$ cat config.mk
export PLATFORM = sky130hd
export DESIGN_NAME = animate_sprite
export DESIGN_NICKNAME = d
export VERILOG_FILES = /design/src/rtl/animate_sprite.sv
export SDC_FILE = /design/constraint.sdc
export NUM_CORES = 1
export LEC_CHECK = 0
export CAP_MARGIN = 40
export CORE_MARGIN = 2
export CORE_UTILIZATION = 56
export DETAILED_ROUTE_END_ITERATION = 10
export GPL_TIMING_DRIVEN = 0
export PLACE_DENSITY = 0.87
export REMOVE_ABC_BUFFERS = 1
export SETUP_SLACK_MARGIN = 0.3
export SYNTH_ARGS = -nofsm -noshare
export SYNTH_HDL_FRONTEND = slang
export SYNTH_SLANG_ARGS = --single-unit
$ cat constraint.sdc
create_clock -name clock -period 4.31 [get_ports clock]
set_input_delay 0.6465 -clock clock [delete_from_list [all_inputs] [get_ports clock]]
set_output_delay 0.6465 -clock clock [all_outputs]
set_load 0.03 [all_outputs]
$ cat src/rtl/animate_sprite.sv
// Sprite mover: erases the sprite, steps its origin by one clamped move, then redraws it.
// Define SPRITE_ERASE_EN to include the background erase pass before the move.
module animate_sprite #(
  parameter int         X_W   = 8,
  parameter int         Y_W   = 7,
  parameter int         SPR_W = 20,
  parameter int         SPR_H = 20,
  parameter int         STEP  = 3,
  parameter int         SCR_W = 160,
  parameter int         SCR_H = 120,
  parameter logic [2:0] FG    = 3'b110,
  parameter logic [2:0] BG    = 3'b000
) (
  input  logic           clock,
  input  logic           reset,
  input  logic           go,
  input  logic           up,
  input  logic           down,
  input  logic           left,
  input  logic           right,
  input  logic [X_W-1:0] in_x,
  input  logic [Y_W-1:0] in_y,
  output logic [X_W-1:0] out_x,
  output logic [Y_W-1:0] out_y,
  output logic [X_W-1:0] vga_x,
  output logic [Y_W-1:0] vga_y,
  output logic [2:0]     colour,
  output logic           plot,
  output logic           done,
  output logic           blocked
);

  localparam int CX_W = $clog2(SPR_W + 1);
  localparam int CY_W = $clog2(SPR_H + 1);
  localparam logic [CX_W-1:0] CX_LAST = CX_W'(SPR_W - 1);
  localparam logic [CY_W-1:0] CY_LAST = CY_W'(SPR_H - 1);
  localparam logic [X_W:0]    X_STEP  = (X_W + 1)'(STEP);
  localparam logic [Y_W:0]    Y_STEP  = (Y_W + 1)'(STEP);
  localparam logic [X_W:0]    X_LIM   = (X_W + 1)'(SCR_W - SPR_W);
  localparam logic [Y_W:0]    Y_LIM   = (Y_W + 1)'(SCR_H - SPR_H);

  typedef enum logic [1:0] {IDLE, ERASE, SHIFT, DRAW} state_t;

  state_t          state_q, state_d;
  logic [X_W-1:0]  pos_x_q, pos_x_d;
  logic [Y_W-1:0]  pos_y_q, pos_y_d;
  logic [CX_W-1:0] cx_q, cx_d;
  logic [CY_W-1:0] cy_q, cy_d;
  logic            done_q, done_d;
  logic            blocked_q, blocked_d;
  logic            last_px;

  // Saturating moves return {clamped, new_position}; sums use one extra bit.
  function automatic logic [X_W:0] dec_x(input logic [X_W-1:0] p);
    if ({1'b0, p} < X_STEP) return {1'b1, {X_W{1'b0}}};
    return {1'b0, p - X_STEP[X_W-1:0]};
  endfunction

  function automatic logic [X_W:0] inc_x(input logic [X_W-1:0] p);
    logic [X_W:0] s;
    s = {1'b0, p} + X_STEP;
    if (s > X_LIM) return {1'b1, X_LIM[X_W-1:0]};
    return {1'b0, s[X_W-1:0]};
  endfunction

  function automatic logic [Y_W:0] dec_y(input logic [Y_W-1:0] p);
    if ({1'b0, p} < Y_STEP) return {1'b1, {Y_W{1'b0}}};
    return {1'b0, p - Y_STEP[Y_W-1:0]};
  endfunction

  function automatic logic [Y_W:0] inc_y(input logic [Y_W-1:0] p);
    logic [Y_W:0] s;
    s = {1'b0, p} + Y_STEP;
    if (s > Y_LIM) return {1'b1, Y_LIM[Y_W-1:0]};
    return {1'b0, s[Y_W-1:0]};
  endfunction

  assign last_px = (cx_q == CX_LAST) && (cy_q == CY_LAST);

  always_comb begin
    state_d   = state_q;
    pos_x_d   = pos_x_q;
    pos_y_d   = pos_y_q;
    cx_d      = '0;
    cy_d      = '0;
    done_d    = 1'b0;
    blocked_d = blocked_q;
    if ((state_q == ERASE || state_q == DRAW) && !last_px) begin
      if (cx_q == CX_LAST) begin
        cy_d = cy_q + CY_W'(1);
      end else begin
        cx_d = cx_q + CX_W'(1);
        cy_d = cy_q;
      end
    end
    case (state_q)
      IDLE: begin
        pos_x_d = in_x;
        pos_y_d = in_y;
        if (go) begin
`ifdef SPRITE_ERASE_EN
          state_d = ERASE;
`else
          state_d = SHIFT;
`endif
        end
      end
      ERASE: if (last_px) state_d = SHIFT;
      SHIFT: begin
        state_d = DRAW;
        if (!up)         {blocked_d, pos_y_d} = dec_y(pos_y_q);
        else if (!down)  {blocked_d, pos_y_d} = inc_y(pos_y_q);
        else if (!left)  {blocked_d, pos_x_d} = dec_x(pos_x_q);
        else if (!right) {blocked_d, pos_x_d} = inc_x(pos_x_q);
        else             blocked_d = 1'b0;
      end
      DRAW: begin
        if (last_px) begin
          state_d = IDLE;
          done_d  = 1'b1;
        end
      end
      default: state_d = IDLE;
    endcase
  end

  always_ff @(posedge clock or posedge reset) begin
    if (reset) begin
      state_q   <= IDLE;
      pos_x_q   <= '0;
      pos_y_q   <= '0;
      cx_q      <= '0;
      cy_q      <= '0;
      done_q    <= 1'b0;
      blocked_q <= 1'b0;
    end else begin
      state_q   <= state_d;
      pos_x_q   <= pos_x_d;
      pos_y_q   <= pos_y_d;
      cx_q      <= cx_d;
      cy_q      <= cy_d;
      done_q    <= done_d;
      blocked_q <= blocked_d;
    end
  end

  // Pixel outputs decode straight from the registered state so reset blanks them at once.
  assign plot    = (state_q == ERASE) || (state_q == DRAW);
  assign colour  = (state_q == DRAW) ? FG : BG;
  assign vga_x   = pos_x_q + X_W'(cx_q);
  assign vga_y   = pos_y_q + Y_W'(cy_q);
  assign out_x   = pos_x_q;
  assign out_y   = pos_y_q;
  assign done    = done_q;
  assign blocked = blocked_q;

endmodule

==> flow_summary.yaml <==
pwr:
  vdd.ir_drop.worst_v: 0.000158
  p_per_area_nw_per_um2: 241
  p_total_mw: 0.802
  p_leak_nw: 1.39
yosys:
  synthTopCellsByArea: "dfrtp_1 27%, ha_1 8.3%, xnor2_1 5.8%"
  synthCells: 340
  synth_area_um2: 2710
  ys_types: 63
  synth_area_per_cell_um2: 7.97
  yosysWarnings: 0
  synthArstFlopShare_pct: 100
  ys_seq_area_share_pct: 26.8
  synth-seq-cells: 29
  yosysTopAreaCellShare_pct: 26.8
  synth_ff_type: "dfrtp_1"
  yosys.area.top_type: "dfrtp_1"
  synth_edf_count: 0
finish:
  antenna_cells: 0
  num-nets-final: 421
  fin_area_um2: 3330
  num-fill-cells: 389
  area_delta_synth_final_pct: 22.9
  stdcell_count: 434
  drive_above_1_share_pct: 5.00
sta:
  period_needed_ns: 3.71
  maxSlewViolCount: 0
  tightest_slew_ns: 0.719
  finalHoldViolCount: 0
  relSlewSlack_pct: 52.1
  skew_ns: 0.00126
  final-setup-viol-count: 0
  fin_crit_sh_pct: 86.0
  rsz0062_at_grt: "false"
  setup_tns_ns: 0
  timing.fmax_mhz: 270
route:
  finalWirelength_mm: 6.95
  wl_per_cell_um: 16.0
  drc: 0
  firstDrtPassIters: 7
  drt_iter0_markers: 247
  vias: 2683
  drtAntennaViolNets: 0
  post_drt_via_cell_ratio: 6.18
global_routing:
  grt_max_degree: 23
  grt_pass1_wl_mm: 11.5
  antenna_found_initial: 0
  grtUsageTotal_pct: 27.3
  grt_overflow: 0
  grt_pass1_vias: 2464
clocking:
  cts_resized: 0
  clock-sinks: 29
  htree_levels: 2
  clock_latency_ns: 0.28
  holdBufCountCts: 0
  clk_path_buf_depth: 2
  numCtsBuffers: 5
  cts_root_buf: "clkbuf_8"
  cts_tree: "done"
  clkTransAtPathRegs_ns: 0.06
  postCtsSetupBuffers: 0
floorplan:
  ios: 58
  coreArea_um2: 4690
  rows: 25
  dieHeight_um: 73.6
  initial_core_util_pct: 57.7
  fp.dieArea_um2: 5410
  chipWidth_um: 73.6
flow_run:
  cap_viol_max_count: 0
worst_setup_path:
  critPathTopFamily: "buffers and inverters"
  end_kind: "primary output"
  cpMostUsedCell: "inv_1"
  crit_buf_inv: 3
  critical_path_arrival_ns: 3.06
  crit_chain: "ha_1, inv_1, fa_1, inv_1, a21oi_1, o21ai_0, a21o_1, nand2_1, xnor2_1, clkdlybuf4s50_1"
  path_class: "flip-flop to primary output"
  cpMaxStageDelayCell: "clkdlybuf4s50_1"
  crit_required_ns: 3.66
  cp_slowest_stage_delay_ns: 0.68
  cp-start-kind: "flip-flop"
  critPathMaxFanout: 12
placed_design:
  numPortBuffers: 56
  dpl_cell_area_um2: 3250
  placed_cells: 426
  dpl.hpwl_mm: 5.11
  place_congestion: 0.853
min_path:
  hold_path.class: "flip-flop to flip-flop"
run_status:
  run_status: "finished clean"
state kept, by name (all words and copies together), names as in the netlist:
register,cells
out_x,8
out_y,7
cx_q,5
cy_q,5
state_q,2
blocked,1
done,1
power by group:
group	switching, mW	total (mW)	internal, mW	leakage (nW)
combinational	0.146	0.269	0.122	0.991
clock	0.0994	0.211	0.111	0.0450
sequential	0.0399	0.323	0.283	0.358
total	0.285	0.802	0.517	1.39
cell usage after synthesis, drive strengths merged, types with 2 or more instances:
cell type / number
a2111oi: 2
a211oi: 2
a21o: 7
a21oi: 18
a221oi: 3
a22oi: 4
a311oi: 2
a31oi: 9
and2: 2
and3: 2
buf: 12
clkbuf: 14
dfrtp: 29
fa: 2
ha: 18
inv: 25
mux2i: 3
nand2: 26
nand2b: 7
nand3: 7
nand3b: 2
nor2: 27
nor2b: 3
nor3: 14
nor3b: 3
nor4: 4
o2111ai: 4
o211ai: 2
o21ai: 28
o21bai: 2
o31ai: 2
o32ai: 3
or2: 2
or3: 5
or4b: 2
xnor2: 18
xor2: 8
stage by stage:
| stage | setup WS [ns] | hold slack [ns] | util (%) |
|---|---|---|---|
| floorplan | 1.24 | 0.455 | - |
| global placement | 0.985 | 0.495 | 68.4 |
| detailed placement | 0.889 | 0.499 | 69.2 |
| CTS | 0.585 | 0.506 | 71.0 |
| global route | 0.401 | 0.531 | 71.0 |
| finish | 0.602 | 0.511 | 71.0 |
per-layer routing:
layer	wire, µm	part of all wire, %	global-route usage, %
met4	121	1.7	9.49
met5	0	0	0
met1	2990	43	36.1
met2	3480	50	46.2
met3	355	5.1	3.29
cells by family (layout without fill, tap and decap cells):
logic type      after synthesis  after routing  share of synthesized area [%]
simple gates                112            112                           21.6
compound gates               97             97                           23.5
buf+inv                      51             91                           8.22
flops                        29             29                           26.8
xor+xnor                     26             26                           8.41
fa+ha+maj                    20             20                           9.79
mux                           4              4                           1.52
other cells                   1              1                          0.138
final cells by class:
type | count | area, µm² | share of cell area [%]
multi-input combinational | 260 | 1760 | 52.9
sequential | 29 | 726 | 21.8
timing repair buffer | 58 | 599 | 18.0
inverter | 25 | 93.8 | 2.82
clock buffer | 6 | 72.6 | 2.18
tap | 54 | 67.6 | 2.03
clock inverter | 2 | 10.0 | 0.301
placed cells by master, fill, tap and decap left out, types with 3 or more instances in the layout:
cell type	instances
nand2b_1	7
mux2i_1	3
a221oi_1	3
inv_1	25
clkdlybuf4s50_1	56
nor3b_1	3
nand3_1	7
a22oi_1	4
or3_1	5
a31oi_1	9
dfrtp_1	29
nor4_1	4
ha_1	18
o32ai_1	3
nor2b_1	3
a21o_1	7
clkbuf_8	5
nand2_1	24
a21oi_1	18
nor2_1	27
o21ai_0	27
o2111ai_1	4
nor3_1	14
xor2_1	8
xnor2_1	18
final timing paths:
check | start | endpoint | slack [ns] | cells after the start
max | out_x[0] | vga_x[6] | 0.60 | 10
min | cx_q[0] | cx_q[0] | 0.51 | 1
max reg2reg | cx_q[0] | state_q[1] | 1.60 | 8
min reg2reg | cx_q[0] | cx_q[0] | 0.51 | 1
max in group asynchronous | reset | out_x[5] | 3.14 | 3
min in group asynchronous | reset | cy_q[0] | 0.70 | 2
Power figures use the tool's default switching activity.
